===== config.mk =====
export PLATFORM = sky130hd
export DESIGN_NAME = tanh_host_driver
export DESIGN_NICKNAME = d
export VERILOG_FILES = /design/src/rtl/tanh_host_driver.sv
export SDC_FILE = /design/constraint.sdc
export NUM_CORES = 1
export LEC_CHECK = 0
export CORE_MARGIN = 3
export CORE_UTILIZATION = 45
export CTS_CLUSTER_SIZE = 8
export DETAILED_ROUTE_END_ITERATION = 16
export PLACE_DENSITY = 0.81
export SYNTH_ARGS = -nofsm -noshare
export SYNTH_HDL_FRONTEND = slang
export SYNTH_SLANG_ARGS = --single-unit

===== constraint.sdc =====
create_clock -name Clk -period 2.6 [get_ports Clk]
set_input_delay 0.52 -clock Clk [delete_from_list [all_inputs] [get_ports Clk]]
set_output_delay 0.52 -clock Clk [all_outputs]
set_load 0.005 [all_outputs]

===== src/rtl/tanh_host_driver.sv =====
`default_nettype none
// ============================================================================
// Module      : tanh_host_driver
// Description : Initiator side of the tanh core Start/ready handshake.
//               Queues operands from an upstream valid/ready stream, issues
//               one core job per operand, and presents each result (or a
//               timeout error) on a downstream valid/ready stream.
// Revision    : 1.0 - initial release
// ============================================================================
module tanh_host_driver #(
    parameter int WIDTH   = 16,
    parameter int DEPTH   = 4,
    parameter int TIMEOUT = 255
) (
    input  logic             Clk,
    input  logic             Rst,
    input  logic             in_valid,
    output logic             in_ready,
    input  logic [WIDTH-1:0] in_data,
    output logic             core_start,
    input  logic             core_ready,
    output logic [WIDTH-1:0] core_x,
    input  logic [WIDTH-1:0] core_result,
    output logic             out_valid,
    input  logic             out_ready,
    output logic [WIDTH-1:0] out_data,
    output logic             out_err,
    output logic             busy
);

    localparam int c_addr_w = (DEPTH > 1) ? $clog2(DEPTH) : 1;
    localparam int c_cnt_w  = $clog2(DEPTH + 1);
    localparam int c_tmr_w  = $clog2(TIMEOUT + 1);

    localparam logic [c_cnt_w-1:0] c_depth   = c_cnt_w'(DEPTH);
    localparam logic [c_tmr_w-1:0] c_timeout = c_tmr_w'(TIMEOUT);

    typedef enum logic [2:0] {
        S_IDLE    = 3'd0,
        S_ISSUE   = 3'd1,
        S_RELEASE = 3'd2,
        S_WAIT    = 3'd3,
        S_CAPTURE = 3'd4,
        S_ERR     = 3'd5,
        S_HOLD    = 3'd6
    } state_t;

    // Operand FIFO storage and bookkeeping
    logic [WIDTH-1:0]    r_mem [DEPTH];
    logic [c_addr_w-1:0] r_wr_ptr;
    logic [c_addr_w-1:0] r_rd_ptr;
    logic [c_cnt_w-1:0]  r_count;

    // Sequencer state and registered outputs
    state_t              r_state;
    logic [c_tmr_w-1:0]  r_timer;
    logic                r_core_start;
    logic [WIDTH-1:0]    r_core_x;
    logic                r_out_valid;
    logic [WIDTH-1:0]    r_out_data;
    logic                r_out_err;

    logic                w_full;
    logic                w_empty;
    logic                w_push;
    logic                w_pop;

    assign w_full  = (r_count == c_depth);
    assign w_empty = (r_count == '0);

    // in_ready comes straight from the count register, so a pop while full
    // only reopens the input on the following cycle.
    assign w_push  = in_valid && !w_full;
    assign w_pop   = (r_state == S_IDLE) && !w_empty && core_ready;

    assign in_ready   = !w_full;
    assign busy       = (r_state != S_IDLE) || !w_empty;
    assign core_start = r_core_start;
    assign core_x     = r_core_x;
    assign out_valid  = r_out_valid;
    assign out_data   = r_out_data;
    assign out_err    = r_out_err;

    // FIFO data array: written on every accepted push, contents need no reset
    always_ff @(posedge Clk) begin
        if (w_push) begin
            r_mem[r_wr_ptr] <= in_data;
        end
    end

    // FIFO pointers and occupancy; simultaneous push and pop leave count unchanged
    always_ff @(posedge Clk or posedge Rst) begin
        if (Rst) begin
            r_wr_ptr <= '0;
            r_rd_ptr <= '0;
            r_count  <= '0;
        end else begin
            if (w_push) begin
                r_wr_ptr <= r_wr_ptr + c_addr_w'(1);
            end
            if (w_pop) begin
                r_rd_ptr <= r_rd_ptr + c_addr_w'(1);
            end
            if (w_push && !w_pop) begin
                r_count <= r_count + c_cnt_w'(1);
            end else if (!w_push && w_pop) begin
                r_count <= r_count - c_cnt_w'(1);
            end
        end
    end

    // Job sequencer: one core job at a time, result held until accepted
    always_ff @(posedge Clk or posedge Rst) begin
        if (Rst) begin
            r_state      <= S_IDLE;
            r_timer      <= '0;
            r_core_start <= 1'b0;
            r_core_x     <= '0;
            r_out_valid  <= 1'b0;
            r_out_data   <= '0;
            r_out_err    <= 1'b0;
        end else begin
            case (r_state)
                S_IDLE: begin
                    if (w_pop) begin
                        r_core_x     <= r_mem[r_rd_ptr];
                        r_core_start <= 1'b1;
                        r_state      <= S_ISSUE;
                    end
                end
                S_ISSUE: begin
                    r_core_start <= 1'b0;
                    r_timer      <= '0;
                    r_state      <= S_RELEASE;
                end
                S_RELEASE: begin
                    // Core acknowledges the job by leaving its idle state
                    if (!core_ready) begin
                        r_timer <= '0;
                        r_state <= S_WAIT;
                    end else if (r_timer == c_timeout) begin
                        r_state <= S_ERR;
                    end else begin
                        r_timer <= r_timer + c_tmr_w'(1);
                    end
                end
                S_WAIT: begin
                    // Core signals completion by returning to idle
                    if (core_ready) begin
                        r_state <= S_CAPTURE;
                    end else if (r_timer == c_timeout) begin
                        r_state <= S_ERR;
                    end else begin
                        r_timer <= r_timer + c_tmr_w'(1);
                    end
                end
                S_CAPTURE: begin
                    r_out_data  <= core_result;
                    r_out_err   <= 1'b0;
                    r_out_valid <= 1'b1;
                    r_state     <= S_HOLD;
                end
                S_ERR: begin
                    r_out_data  <= '0;
                    r_out_err   <= 1'b1;
                    r_out_valid <= 1'b1;
                    r_state     <= S_HOLD;
                end
                S_HOLD: begin
                    if (r_out_valid && out_ready) begin
                        r_out_valid <= 1'b0;
                        r_state     <= S_IDLE;
                    end
                end
                default: begin
                    r_state <= S_IDLE;
                end
            endcase
        end
    end

endmodule
`default_nettype wire

## Yosys cells after proc, flatten, opt, wreduce, memory -nomap -nowiden

Memories as Yosys holds them, arrays and structs flattened. A register that Yosys moved wholly into a read port is not among the register bits.
Index checks and enable logic that the tools add are counted.

- Bits in registers: 37
- RAM bits: 64
- Bits of input ports: 37
- Output and inout bits: 37
- Word-level logic and storage cells: 71
- Memories: 1

Memory list:

| memory | depth | width | read ports | clocked after memory_dff | write ports | line | source |
|---|---|---|---|---|---|---|---|
| r_mem | 4 | 16 | 1 | 1 | 1 | 49 | `logic [WIDTH-1:0] r_mem [DEPTH];` |

- Add/subtract/negate cells: 5
- Eq/ne operators: 11
- Multiplexer cells: 20
- Reductions and logical operators: 25

Operator list:

| cell | count |
|---|---|
| 16-bit one-hot mux with 2 select lines | 1 |
| 8-bit 2-to-1 mux | 3 |
| 8-bit one-hot mux with 3 select lines | 1 |
| 3-bit 2-to-1 mux | 7 |
| 3-bit one-hot mux with 6 select lines | 1 |
| 3-bit equality test, second input constant | 4 |
| 2-bit AND reduction | 5 |
| 8-bit by 1-bit adder with 8-bit output, second input constant | 1 |
| 8-bit equality test, second input constant | 1 |
| 2-bit nonzero test | 4 |
| 3-bit by 2-bit equality test with 1-bit output, second input constant | 2 |
| 1-bit logical AND | 6 |
| 3-bit zero test | 2 |
| 2-bit inequality test, second input constant | 3 |
| 1-bit one-hot mux with 2 select lines | 3 |
| 3-bit nonzero test | 2 |
| 2-bit by 1-bit adder with 2-bit output, second input constant | 2 |
| 1-bit zero test | 4 |
| 1-bit 2-to-1 mux | 4 |
| 3-bit by 1-bit adder with 3-bit output, second input constant | 1 |
| 3-bit by 1-bit equality test with 1-bit output, second input constant | 1 |
| 3-bit by 1-bit subtractor with 3-bit output, second input constant | 1 |
| 2-bit OR reduction | 1 |
| 1-bit logical OR | 1 |

## Depth between registers and ports, before layout

- Word-level depth: 7
- Depth in mapped cells: 10
- Gate-level depth less buffers: 9

## Worst setup path before layout

OpenSTA, ideal clock, no wires.

- Path kind: input-to-reg
- Start point: in core_ready
- End point: reg r_count[2]
- Setup time: 0.079 ns
- Data arrival time: 2.285 ns
- Data required time: 2.521 ns
- Path slack: 0.236 ns
- Stages on the path: 10
- Buffers on the path: 2
- Cells stage by stage: buf_6 nor2b_1 nand2_1 buf_2 ha_1 inv_1 fa_1 xor2_1 nor2_1 xor2_1

- Cells in the longest elaborated chain, start to end: 4
- Elaborated cells between the ends (all ways): 6
- Classes of those cells: 1 x mux; 5 x reduce/logical

RTL lines:

| what | line | source |
|---|---|---|
| from (decl) | 21 | `input logic core_ready,` |
| 1-bit logical AND * | 74 | `assign w_pop = (r_state == S_IDLE) && !w_empty && core_ready;` |
| 1-bit zero test | 104 | `if (w_push && !w_pop) begin` |
| 1-bit logical AND | 104 |  |
| 3-bit 2-to-1 mux / 2-bit nonzero test (equally long branches) | n/a |  |
| to (signal assigned) | 105 | `r_count <= r_count + c_cnt_w'(1);` |
| to (signal assigned) | 107 | `r_count <= r_count - c_cnt_w'(1);` |
| to (decl) | 52 | `logic [c_cnt_w-1:0] r_count;` |

Mark *: on every way between the ends. The rest lies on a longest branch, timed or not.
A chain may end at the register's enable or synchronous reset.

## Worst setup path after layout

- Start point: reg r_state[2]
- End point: out busy

- Cells in the longest elaborated chain, start to end: 2

RTL lines:

| what | line | source |
|---|---|---|
| from (decl) | 55 | `state_t r_state;` |
| from (signal assigned) | 115 | `r_state <= S_IDLE;` |
| from (signal assigned) | 128 | `r_state <= S_ISSUE;` |
| from (signal assigned) | 134 | `r_state <= S_RELEASE;` |
| 3-bit nonzero test | 77 | `assign busy = (r_state != S_IDLE) \|\| !w_empty;` |
| 1-bit logical OR | 77 |  |
| to (decl) | 28 | `output logic busy` |

No other way between the ends.

==> impl_metrics.json <==
{
  "area_delta_synth_final_pct": 32.3,
  "drtPass1Iterations": 5,
  "initial_core_util_pct": 46.9,
  "netSwitchingFraction_pct": 29.8,
  "route.detailed.drc": 0,
  "drtIter0Drc": 165,
  "die-area_um2": 11600,
  "worst-endpoint-arrival_ns": 1.92,
  "hold_class": "input port to async pin",
  "layout-drive-gt1-share_pct": 21.3,
  "cts_htree_levels": 4,
  "track_usage_pct": 17.0,
  "finalNonFillerCells": 518,
  "antenna_cells": 0,
  "seq_area_frac_synth_pct": 69.5,
  "gp_congestion": 0.741,
  "design_area_um2": 6180,
  "cts-hold-fix-buffers": 0,
  "synth_area_um2": 4670,
  "hold_ws_ns": 0.381,
  "antenna_found_initial": 0,
  "post_drt_wl_per_cell_um": 17.1,
  "outcome": "finished clean",
  "crit_path_start_kind": "flip-flop",
  "fp.dieW_um": 108,
  "via_per_inst": 5.28,
  "hold_viol_final": 0,
  "max-cap-violations": 0,
  "grt_max_degree": 54,
  "seqCellArea_um2": 3250,
  "grt_pass1_vias": 2902,
  "slew_headroom_pct": 33.2,
  "synth_flop_cell": "edfxtp_1",
  "yosys.area_share.xor_xnor_pct": 1.31,
  "p_per_area_nw_per_um2": 1200,
  "io_buffer_count": 73,
  "synth_top_family_by_area": "multiplexers",
  "boundaryPins": 74,
  "timing.final.crit_share_pct": 94.0,
  "tns_ns": 0,
  "p_seq_share_pct": 38.4,
  "critPathLaunch": "r_state[2]",
  "final_core_util_pct": 62.1,
  "path_clk_slew_ns": 0.06,
  "syn_inst": 282,
  "ys_ff_latch": 117,
  "fin_crit_ns": 2.44,
  "power.internal_mw": 5.21,
  "dp_slack_ns": 0.0650,
  "clock_latency_ns": 0.50,
  "fin_nets": 416,
  "nFillCells": 698,
  "fin_worst_skew_ns": 0.00642,
  "slew_viol_final": 0,
  "syn_nets": 326,
  "dp.cells": 486,
  "clock_power_share_pct": 29.9,
  "setup_ws_ns": 0.156,
  "combinationalPowerShare_pct": 31.7,
  "ys_types": 42,
  "setup_viol": 0,
  "clock-sinks": 117,
  "cts_buffers": 17,
  "antenna_left": 0,
  "synth_compound_area_share_pct": 6.83,
  "vdd_drop_max_mv": 0.687,
  "cts_setup_buffers": 0,
  "fp.dieH_um": 108,
  "async_reset_ff_share_pct": 45.3,
  "synth_edf_count": 64,
  "dp_hpwl_um": 5690,
  "synth_area_per_cell_um2": 16.6,
  "wl_um": 8860,
  "cts_resized": 0,
  "synthAdderAreaFrac_pct": 2.25,
  "power_mw": 7.42,
  "coreArea_um2": 9950,
  "p_switching_mw": 2.21,
  "leakage_nw": 2.36,
  "rsz0062_at_grt": "false",
  "grt-ovfl-total": 0,
  "tightest_slew_ns": 0.996,
  "timing.rr.start": "r_count[0]",
  "muxShareOfSynthArea_pct": 12.3,
  "place_area_um2": 5600,
  "path_max_fanout": 10,
  "rows": 36,
  "num_vias": 2734,
  "critical_path_class": "flip-flop to output port",
  "grt_pass1_wl_um": 14800,
  "multi_input_area_um2": 1330,
  "cp-end-kind": "output port",
  "ys_warn_count": 0,
  "cts_root_buf": "clkbuf_8",
  "cp.required_ns": 2.08,
  "fmax_mhz": 409,
  "yosys.area_share.simple_pct": 5.68,
  "cts_tree": "yes",
  "cts_max_path_buffers": 2
}
## layout by cell type, fill, tap and decap left out, drive strengths merged, types with 8 or more instances in the layout
cell type	n
o21ai	8
nor2	8
a21oi	9
nand2	10
buf	12
inv	17
clkdlybuf4s50	73
clkbuf	17
dfrtp	53
mux2	18
a22o	16
mux4	16
edfxtp	64
## path summary, 6_finish.rpt
check	endpoint	slack, ns	cells past startpoint
min in group Clk	out_err	0.48	2
worst min register to register	out_err	0.48	2
worst min-delay path	core_x[12]	0.38	3
worst max register to register	r_count[2]	0.44	9
max in group asynchronous	r_wr_ptr[0]	1.97	3
worst max-delay path	busy	0.16	3
## routing by layer
| layer | track usage (%) | up-vias | part of all wire (%) |
|---|---|---|---|
| met5 | 0 | - | 0 |
| met4 | 6.40 | 0 | 1.4 |
| met3 | 5.64 | 10 | 4.3 |
| met2 | 26.8 | 84 | 51 |
| met1 | 22.0 | 1366 | 43 |
| li1 | - | 1274 | - |
## kinds of logic (layout without fill, tap and decap cells)
logic type	count (synthesis)	after routing
multiplexers	35	35
AND/OR/NAND/NOR	49	49
flip-flops	117	117
adder cells (fa/ha/maj)	8	8
buffers and inverters	21	124
XOR/XNOR	7	7
AO/OA/AOI/OAI	45	45
## area by class of cell
type	count	area share, %
sequential	117	52.6
inverter	7	0.425
tap	133	2.69
clock buffer	17	6.70
clock inverter	15	2.61
timing repair buffer	85	13.5
multi-input combinational	144	21.5
## sequential cells by signal (all words and copies together), names as in the netlist
register and flops:
core_start 1, core_x 16, out_data 16, out_err 1, out_valid 1, r_count 3, r_mem 64, r_rd_ptr 2
r_state 3, r_timer 8, r_wr_ptr 2
## synthesized netlist by cell type (4+ instances only)
| cell | n | area, µm² |
|---|---|---|
| o21ai_0 | 8 | 40.0 |
| nor3_1 | 6 | 30.0 |
| inv_1 | 7 | 26.3 |
| ha_1 | 6 | 75.1 |
| mux2_2 | 18 | 203 |
| a22o_1 | 16 | 140 |
| xor2_1 | 4 | 35.0 |
| nor2_1 | 8 | 30.0 |
| mux4_2 | 16 | 360 |
| and3_1 | 5 | 31.3 |
| nand2_1 | 10 | 37.5 |
| clkbuf_1 | 8 | 30.0 |
| nand3_1 | 5 | 25.0 |
| a21oi_1 | 9 | 45.0 |
| buf_2 | 4 | 20.0 |
| edfxtp_1 | 64 | 1920 |
| dfrtp_1 | 53 | 1330 |
## worst max-delay path, stage by stage, from the launching register on
cell and delay, ns:
dfrtp_1 0.49, nor3_1 0.33, nand2_1 0.14, clkdlybuf4s50_1 0.47
## power by group through the flow
stage          Clock [mW]  Sequential (mW)  Combinational [mW]
2_1_floorplan           0             2.84                1.36
3_3_place_gp            0             2.84                2.30
3_5_place_dp            0             2.88                2.37
4_1_cts              2.26             2.85                2.40
5_1_grt              2.35             2.92                2.60
6_report             2.22             2.85                2.35
Power figures use the tool's default switching activity.
